--- config.mk ---
export PLATFORM = sky130hd
export DESIGN_NAME = risc16b_mmio_flat
export DESIGN_NICKNAME = d
export VERILOG_FILES = /design/src/rtl/risc16b_mmio_if.sv /design/src/rtl/risc16b_mmio.sv /design/src/flat_wrapper.sv
export SDC_FILE = /design/constraint.sdc
export NUM_CORES = 1
export LEC_CHECK = 0
export ABC_AREA = 1
export CAP_MARGIN = 20
export CORE_UTILIZATION = 40
export CTS_CLUSTER_DIAMETER = 30
export DETAILED_ROUTE_END_ITERATION = 12
export PLACE_DENSITY = 0.73
export SYNTH_ARGS = -nofsm -noshare
export SYNTH_HDL_FRONTEND = slang
export SYNTH_SLANG_ARGS = --single-unit
--- constraint.sdc ---
create_clock -name clk -period 2.4 [get_ports clk]
set_clock_uncertainty 0.2 [all_clocks]
set_input_delay 0.36 -clock clk [delete_from_list [all_inputs] [get_ports clk]]
set_output_delay 0.36 -clock clk [all_outputs]
set_load 0.005 [all_outputs]
--- src/rtl/risc16b_mmio_if.sv ---
// risc16b_mmio_if: data-bus view of the risc16b MMIO window.
// master drives d_addr/d_oe/d_we/d_dout; slave returns io_sel/io_rdata.
interface risc16b_mmio_if;
    logic [15:0] d_addr;
    logic        d_oe;
    logic [1:0]  d_we;
    logic [15:0] d_dout;
    logic        io_sel;
    logic [15:0] io_rdata;

    modport master (
        output d_addr, d_oe, d_we, d_dout,
        input  io_sel, io_rdata
    );

    modport slave (
        input  d_addr, d_oe, d_we, d_dout,
        output io_sel, io_rdata
    );
endinterface

--- src/rtl/risc16b_mmio.sv ---
// risc16b_mmio: 0x7fxx I/O slave with LED reg, FIFO-fed UART TX, STATUS, CYCLES.
// Ports: clk, rst (sync, high), bus (slave), led, uart_txd; CYCLES needs RISC16B_MMIO_CYCLES_EN.
module risc16b_mmio #(
    parameter int unsigned CLK_DIV    = 434,
    parameter int unsigned FIFO_DEPTH = 4
) (
    input  logic           clk,
    input  logic           rst,
    risc16b_mmio_if.slave  bus,
    output logic [15:0]    led,
    output logic           uart_txd
);

    localparam int unsigned AW = (FIFO_DEPTH > 1) ? $clog2(FIFO_DEPTH) : 1;
    localparam int unsigned BAUD_LAST_I = CLK_DIV - 1;
    localparam logic [15:0] BAUD_LAST = BAUD_LAST_I[15:0];
    localparam logic [AW:0] DEPTH_C = FIFO_DEPTH[AW:0];

    typedef enum logic [1:0] {
        S_IDLE,
        S_START,
        S_DATA,
        S_STOP
    } tx_state_t;

    // ---------------- address decode ----------------
    logic [6:0]  idx;
    logic        wr;
    logic        wr_led;
    logic        wr_stat;
    logic        push_req;
    logic        unused_addr0;

    assign idx          = bus.d_addr[7:1];
    assign bus.io_sel   = (bus.d_addr[15:8] == 8'h7f);
    assign wr           = bus.io_sel && (bus.d_we != 2'b00);
    assign wr_led       = wr && (idx == 7'h00);
    assign push_req     = wr && (idx == 7'h01) && bus.d_we[1];
    assign wr_stat      = wr && (idx == 7'h02);
    assign unused_addr0 = bus.d_addr[0];

    // ---------------- LED register ----------------
    always_ff @(posedge clk) begin
        if (rst) begin
            led <= 16'h0000;
        end else if (wr_led) begin
            if (bus.d_we[0]) led[15:8] <= bus.d_dout[15:8];
            if (bus.d_we[1]) led[7:0]  <= bus.d_dout[7:0];
        end
    end

    // ---------------- TX FIFO ----------------
    logic [7:0]    mem [FIFO_DEPTH];
    logic [AW-1:0] wr_ptr;
    logic [AW-1:0] rd_ptr;
    logic [AW:0]   count;
    logic          full;
    logic          empty;
    logic          pop;
    logic          push_ok;

    assign full  = (count == DEPTH_C);
    assign empty = (count == '0);
    // A full FIFO still takes a push when the head leaves on the same edge.
    assign push_ok = push_req && (!full || pop);

    always_ff @(posedge clk) begin
        if (push_ok) mem[wr_ptr] <= bus.d_dout[7:0];
    end

    always_ff @(posedge clk) begin
        if (rst) begin
            wr_ptr <= '0;
            rd_ptr <= '0;
            count  <= '0;
        end else begin
            if (push_ok) wr_ptr <= wr_ptr + 1'b1;
            if (pop)     rd_ptr <= rd_ptr + 1'b1;
            case ({push_ok, pop})
                2'b10:   count <= count + 1'b1;
                2'b01:   count <= count - 1'b1;
                default: count <= count;
            endcase
        end
    end

    // Sticky overflow; a rejected push beats a clearing STATUS write.
    logic ovf;

    always_ff @(posedge clk) begin
        if (rst) begin
            ovf <= 1'b0;
        end else if (push_req && !push_ok) begin
            ovf <= 1'b1;
        end else if (wr_stat) begin
            ovf <= 1'b0;
        end
    end

    // ---------------- UART transmitter ----------------
    tx_state_t   state;
    tx_state_t   state_n;
    logic [15:0] baud;
    logic [15:0] baud_n;
    logic [2:0]  bit_idx;
    logic [2:0]  bit_n;
    logic [7:0]  shreg;
    logic [7:0]  shreg_n;
    logic        baud_end;
    logic        busy;

    assign baud_end = (baud == BAUD_LAST);
    assign busy     = (state != S_IDLE);

    always_ff @(posedge clk) begin
        if (rst) begin
            state   <= S_IDLE;
            baud    <= 16'h0000;
            bit_idx <= 3'd0;
            shreg   <= 8'h00;
        end else begin
            state   <= state_n;
            baud    <= baud_n;
            bit_idx <= bit_n;
            shreg   <= shreg_n;
        end
    end

    always_comb begin
        state_n = state;
        baud_n  = baud + 16'd1;
        bit_n   = bit_idx;
        shreg_n = shreg;
        pop     = 1'b0;
        unique case (state)
            S_IDLE: begin
                baud_n = 16'h0000;
                if (!empty) begin
                    pop     = 1'b1;
                    shreg_n = mem[rd_ptr];
                    state_n = S_START;
                end
            end
            S_START: begin
                if (baud_end) begin
                    baud_n  = 16'h0000;
                    bit_n   = 3'd0;
                    state_n = S_DATA;
                end
            end
            S_DATA: begin
                if (baud_end) begin
                    baud_n  = 16'h0000;
                    shreg_n = shreg >> 1;
                    if (bit_idx == 3'd7) begin
                        state_n = S_STOP;
                    end else begin
                        bit_n = bit_idx + 3'd1;
                    end
                end
            end
            S_STOP: begin
                if (baud_end) begin
                    baud_n = 16'h0000;
                    // Chain straight into the next frame when data waits.
                    if (!empty) begin
                        pop     = 1'b1;
                        shreg_n = mem[rd_ptr];
                        state_n = S_START;
                    end else begin
                        state_n = S_IDLE;
                    end
                end
            end
            default: begin
                state_n = S_IDLE;
            end
        endcase
    end

    always_comb begin
        uart_txd = 1'b1;
        unique case (state)
            S_START: uart_txd = 1'b0;
            S_DATA:  uart_txd = shreg[0];
            default: uart_txd = 1'b1;
        endcase
    end

    // ---------------- cycle counter ----------------
    logic [15:0] cyc_rd;

`ifdef RISC16B_MMIO_CYCLES_EN
    logic [15:0] cycles;
    logic        wr_cyc;

    assign wr_cyc = wr && (idx == 7'h03);

    always_ff @(posedge clk) begin
        if (rst) begin
            cycles <= 16'h0000;
        end else if (wr_cyc) begin
            cycles <= 16'h0000;
        end else begin
            cycles <= cycles + 16'd1;
        end
    end

    assign cyc_rd = cycles;
`else
    assign cyc_rd = 16'h0000;
`endif

    // ---------------- read mux ----------------
    logic [15:0] status;
    logic [15:0] rdata;

    assign status = {12'h000, ovf, empty, busy, full};

    always_comb begin
        rdata = 16'h0000;
        if (bus.d_oe && bus.io_sel) begin
            case (idx)
                7'h00:   rdata = led;
                7'h02:   rdata = status;
                7'h03:   rdata = cyc_rd;
                default: rdata = 16'h0000;
            endcase
        end
    end

    assign bus.io_rdata = rdata;

endmodule
--- src/flat_wrapper.sv ---
// flat-port wrapper written by rule: the top's interface ports become plain ports
module risc16b_mmio_flat 
#(
    parameter int unsigned CLK_DIV    = 434,
    parameter int unsigned FIFO_DEPTH = 4
)
  (clk, rst, led, uart_txd, bus_d_addr, bus_d_oe, bus_d_we, bus_d_dout, bus_io_sel, bus_io_rdata);
  risc16b_mmio_if bus_i ();
  input  logic clk;
  input  logic rst;
  output logic [15:0] led;
  output logic uart_txd;
  input wire logic [$bits(bus_i.d_addr)-1:0] bus_d_addr;
  input wire logic [$bits(bus_i.d_oe)-1:0] bus_d_oe;
  input wire logic [$bits(bus_i.d_we)-1:0] bus_d_we;
  input wire logic [$bits(bus_i.d_dout)-1:0] bus_d_dout;
  output wire logic [$bits(bus_i.io_sel)-1:0] bus_io_sel;
  output wire logic [$bits(bus_i.io_rdata)-1:0] bus_io_rdata;
  assign bus_i.d_addr = bus_d_addr;
  assign bus_i.d_oe = bus_d_oe;
  assign bus_i.d_we = bus_d_we;
  assign bus_i.d_dout = bus_d_dout;
  assign bus_io_sel = bus_i.io_sel;
  assign bus_io_rdata = bus_i.io_rdata;
  risc16b_mmio #(.CLK_DIV(CLK_DIV), .FIFO_DEPTH(FIFO_DEPTH)) u_core (.clk(clk), .rst(rst), .bus(bus_i), .led(led), .uart_txd(uart_txd));
endmodule
==> qor.yml <==
timing:
  setup_tns_ps: 0
  relSlewSlack: 0.6110
  tightest_slew_ps: 581.9
  post-route-period-util: 0.9695
  finalCriticalPeriod_ps: 2327
  setup_viol: 0
  finalHoldViolations: 0
  rsz0062_at_grt: "yes"
  timing.final.max_slew_violations: 0
  fmax_mhz: 429.8
  fin_hold_ws_ps: 250.2
clocking:
  cts_tree: "yes"
  cts_buffers: 9
  cts_max_level: 3
  ctsRootBufferMaster: "clkbuf_8"
  cts_sinks: 87
  clk_path_buf_depth: 2
  clk_latency_ps: 360
  clk_pin_slew_worst_paths_ps: 80
worst_setup_path:
  r2r_slack_ps: 80
  crit_path_end_kind: "output port"
  r2r-end: "u_core.count[1]"
  cp_cell_sequence: "clkdlybuf4s50_1, nor3b_2, and2b_1, nand2_1, buf_12, a21oi_1, clkdlybuf4s15_1"
  critPathSlowestCell: "clkdlybuf4s50_1"
  critPathMaxStageDelay_ps: 450
  rr_startpoint: "u_core.baud[1]"
  crit_required_ps: 1840
  critPathMaxFanout: 16
  crit_type: "in -> out"
  worstSetupStartpointType: "input port"
  cp.arrival_ps: 1770
  r2r_cells: 15
grt:
  grt_start_max_net_pins: 32
  grt_pass1_vias: 3541
  grt_pass1_wl_um: 15950
  grt_usage: 0.1863
  overflow: 0
  antenna_found_initial: 0
die:
  start_util: 0.4183
  die_x_um: 103.6
  io_pins: 71
  coreArea_mm2: 0.009864
  die_area_mm2: 0.01073
  die_h_um: 103.6
  num_rows: 36
drt:
  firstDrtPassIters: 4
  routedWlPerCell_um: 13.02
  vias_per_cell: 4.855
  drtIter0Drc: 229
  drtAntennaViolNets: 0
  route.detailed.drc: 0
  num_vias: 3617
  drt_wl_total_um: 9700
run_status:
  status: "complete, no violations"
finish:
  final_cell_mix: "buf_4 (61), nand2_1 (56), nor2_1 (53)"
  fin_util: 0.5883
  area_growth_pct: 40.63
  filler_cell_count: 826
  nets: 660
  diodes: 0
  ff_latch_area_mm2: 0.002071
  multi_input_area_mm2: 0.001983
  drive_gt1_frac: 0.2386
  final_common_cell: "buf_4"
  layoutNonFillerInstCount: 745
min_path:
  holdCritStartpoint: "u_core.shreg[3]"
  worstHoldPathCells: 2
  min_to: "u_core.shreg[3]"
  hold_class: "reg -> reg"
placement:
  gp_congestion: 0.8168
  hpwlAfterDp_um: 6977
  io_buffers: 69
  place_inst: 717
yosys:
  ys.flop_type: "dfxtp_1"
  ys_seq_elements: 87
  yosysWarningCount: 0
  ys_seq_area_frac: 0.4997
  synth_edf_count: 32
  synth_cell_types: 42
  synth_area_mm2: 0.004126
  async_reset_ff_frac: 0
  synth_nets: 532
  netlist_instances: 479
  syn_avg_cell_area_um2: 8.615
power:
  p_leak_nw: 2.310
  power_w: 0.003529
  peakVddDrop_uv: 312.5
  power_density_mw_per_mm2: 608.1
job:
  drv_cap: 0
[logic make-up (layout without fill, tap and decap cells)]
family,after synthesis,in the layout,synth area share
buf+inv,66,199,0.06367
compound gates,123,123,0.1577
xor+xnor,6,6,0.01274
simple gates,181,181,0.2159
flops,87,87,0.4997
fa+ha+maj,16,16,0.05033
[cell type report]
| type | count | area share |
|---|---|---|
| Timing Repair Buffer | 131 | 0.2042 |
| Clock buffer | 10 | 0.02199 |
| Multi-Input combinational cell | 326 | 0.3417 |
| Clock inverter | 6 | 0.01294 |
| Sequential cell | 87 | 0.3568 |
| Inverter | 52 | 0.03364 |
| Tap cell | 133 | 0.02868 |
[what timing repair did]
item,in CTS,in global routing
endpoints found under the hold margin,0,0
buffers inserted,8,4
hold buffers,0,0
setup endpoints to repair,19,19
pin swaps,5,17
resized for setup,40,46
[how the worst max path moves through the flow]
stage	endpoint	slack [ps]	startpoint	cells past startpoint
3_3_place_gp	bus_io_rdata[2]	-340	bus_d_addr[4]	8
4_1_cts	u_core.count[1]	-8	bus_d_addr[13]	14
6_report	bus_io_rdata[0]	70	bus_d_addr[15]	7
5_1_grt	u_core.count[1]	-70	u_core.baud[1]	15
3_5_place_dp	u_core.count[1]	-400	bus_d_addr[13]	13
2_1_floorplan	u_core.count[2]	7	u_core.baud[1]	16
[layer usage]
| layer | GRT usage | wire, um | vias to the layer above |
|---|---|---|---|
| met2 | 0.3140 | 4888 | 66 |
| met3 | 0.03147 | 308 | 11 |
| met5 | 0 | 0 | - |
| li1 | - | - | 1869 |
| met4 | 0.09317 | 146 | 0 |
| met1 | 0.2302 | 4357 | 1671 |
[critical path: cells and delay by family]
family                 cells  cell delay, ps
AO/OA/AOI/OAI              1             160
AND/OR/NAND/NOR            3             400
buffers and inverters      3             840
[state kept, by name (all words and copies together) (netlist names), named ones only]
register        cells
u_core.mem         32
u_core.baud        16
u_core.led         16
u_core.shreg        8
u_core.bit_idx      3
u_core.count        3
u_core.rd_ptr       2
u_core.state        2
u_core.wr_ptr       2
u_core.ovf          1
[stage by stage]
| stage | worst slack, ps | area (um^2) |
|---|---|---|
| floorplan | 7.055 | 4128 |
| global placement | -335.2 | 5318 |
| detailed placement | -397.2 | 5318 |
| CTS | -7.990 | 5602 |
| global route | -66.78 | 5803 |
| finish | 73.24 | 5803 |
[synth_stat cells, drive strengths merged, types with 4 or more instances]
master   n  area share
buf      7       0.010
o21ai   59       0.073
nand4    4      0.0061
nor3    16       0.021
edfxtp  32        0.23
dfxtp   55        0.27
or2      4      0.0061
nand3   18       0.027
nand2   68       0.069
ha      15       0.045
nor2    63       0.069
clkbuf   7      0.0064
inv     51       0.046
o22ai    4      0.0061
a21oi   54       0.067
[power by group]
group          internal [W]  switching (W)
logic              0.000379       0.000456
registers           0.00160      0.0000419
clock network      0.000500       0.000555
Power figures use the tool's default switching activity.
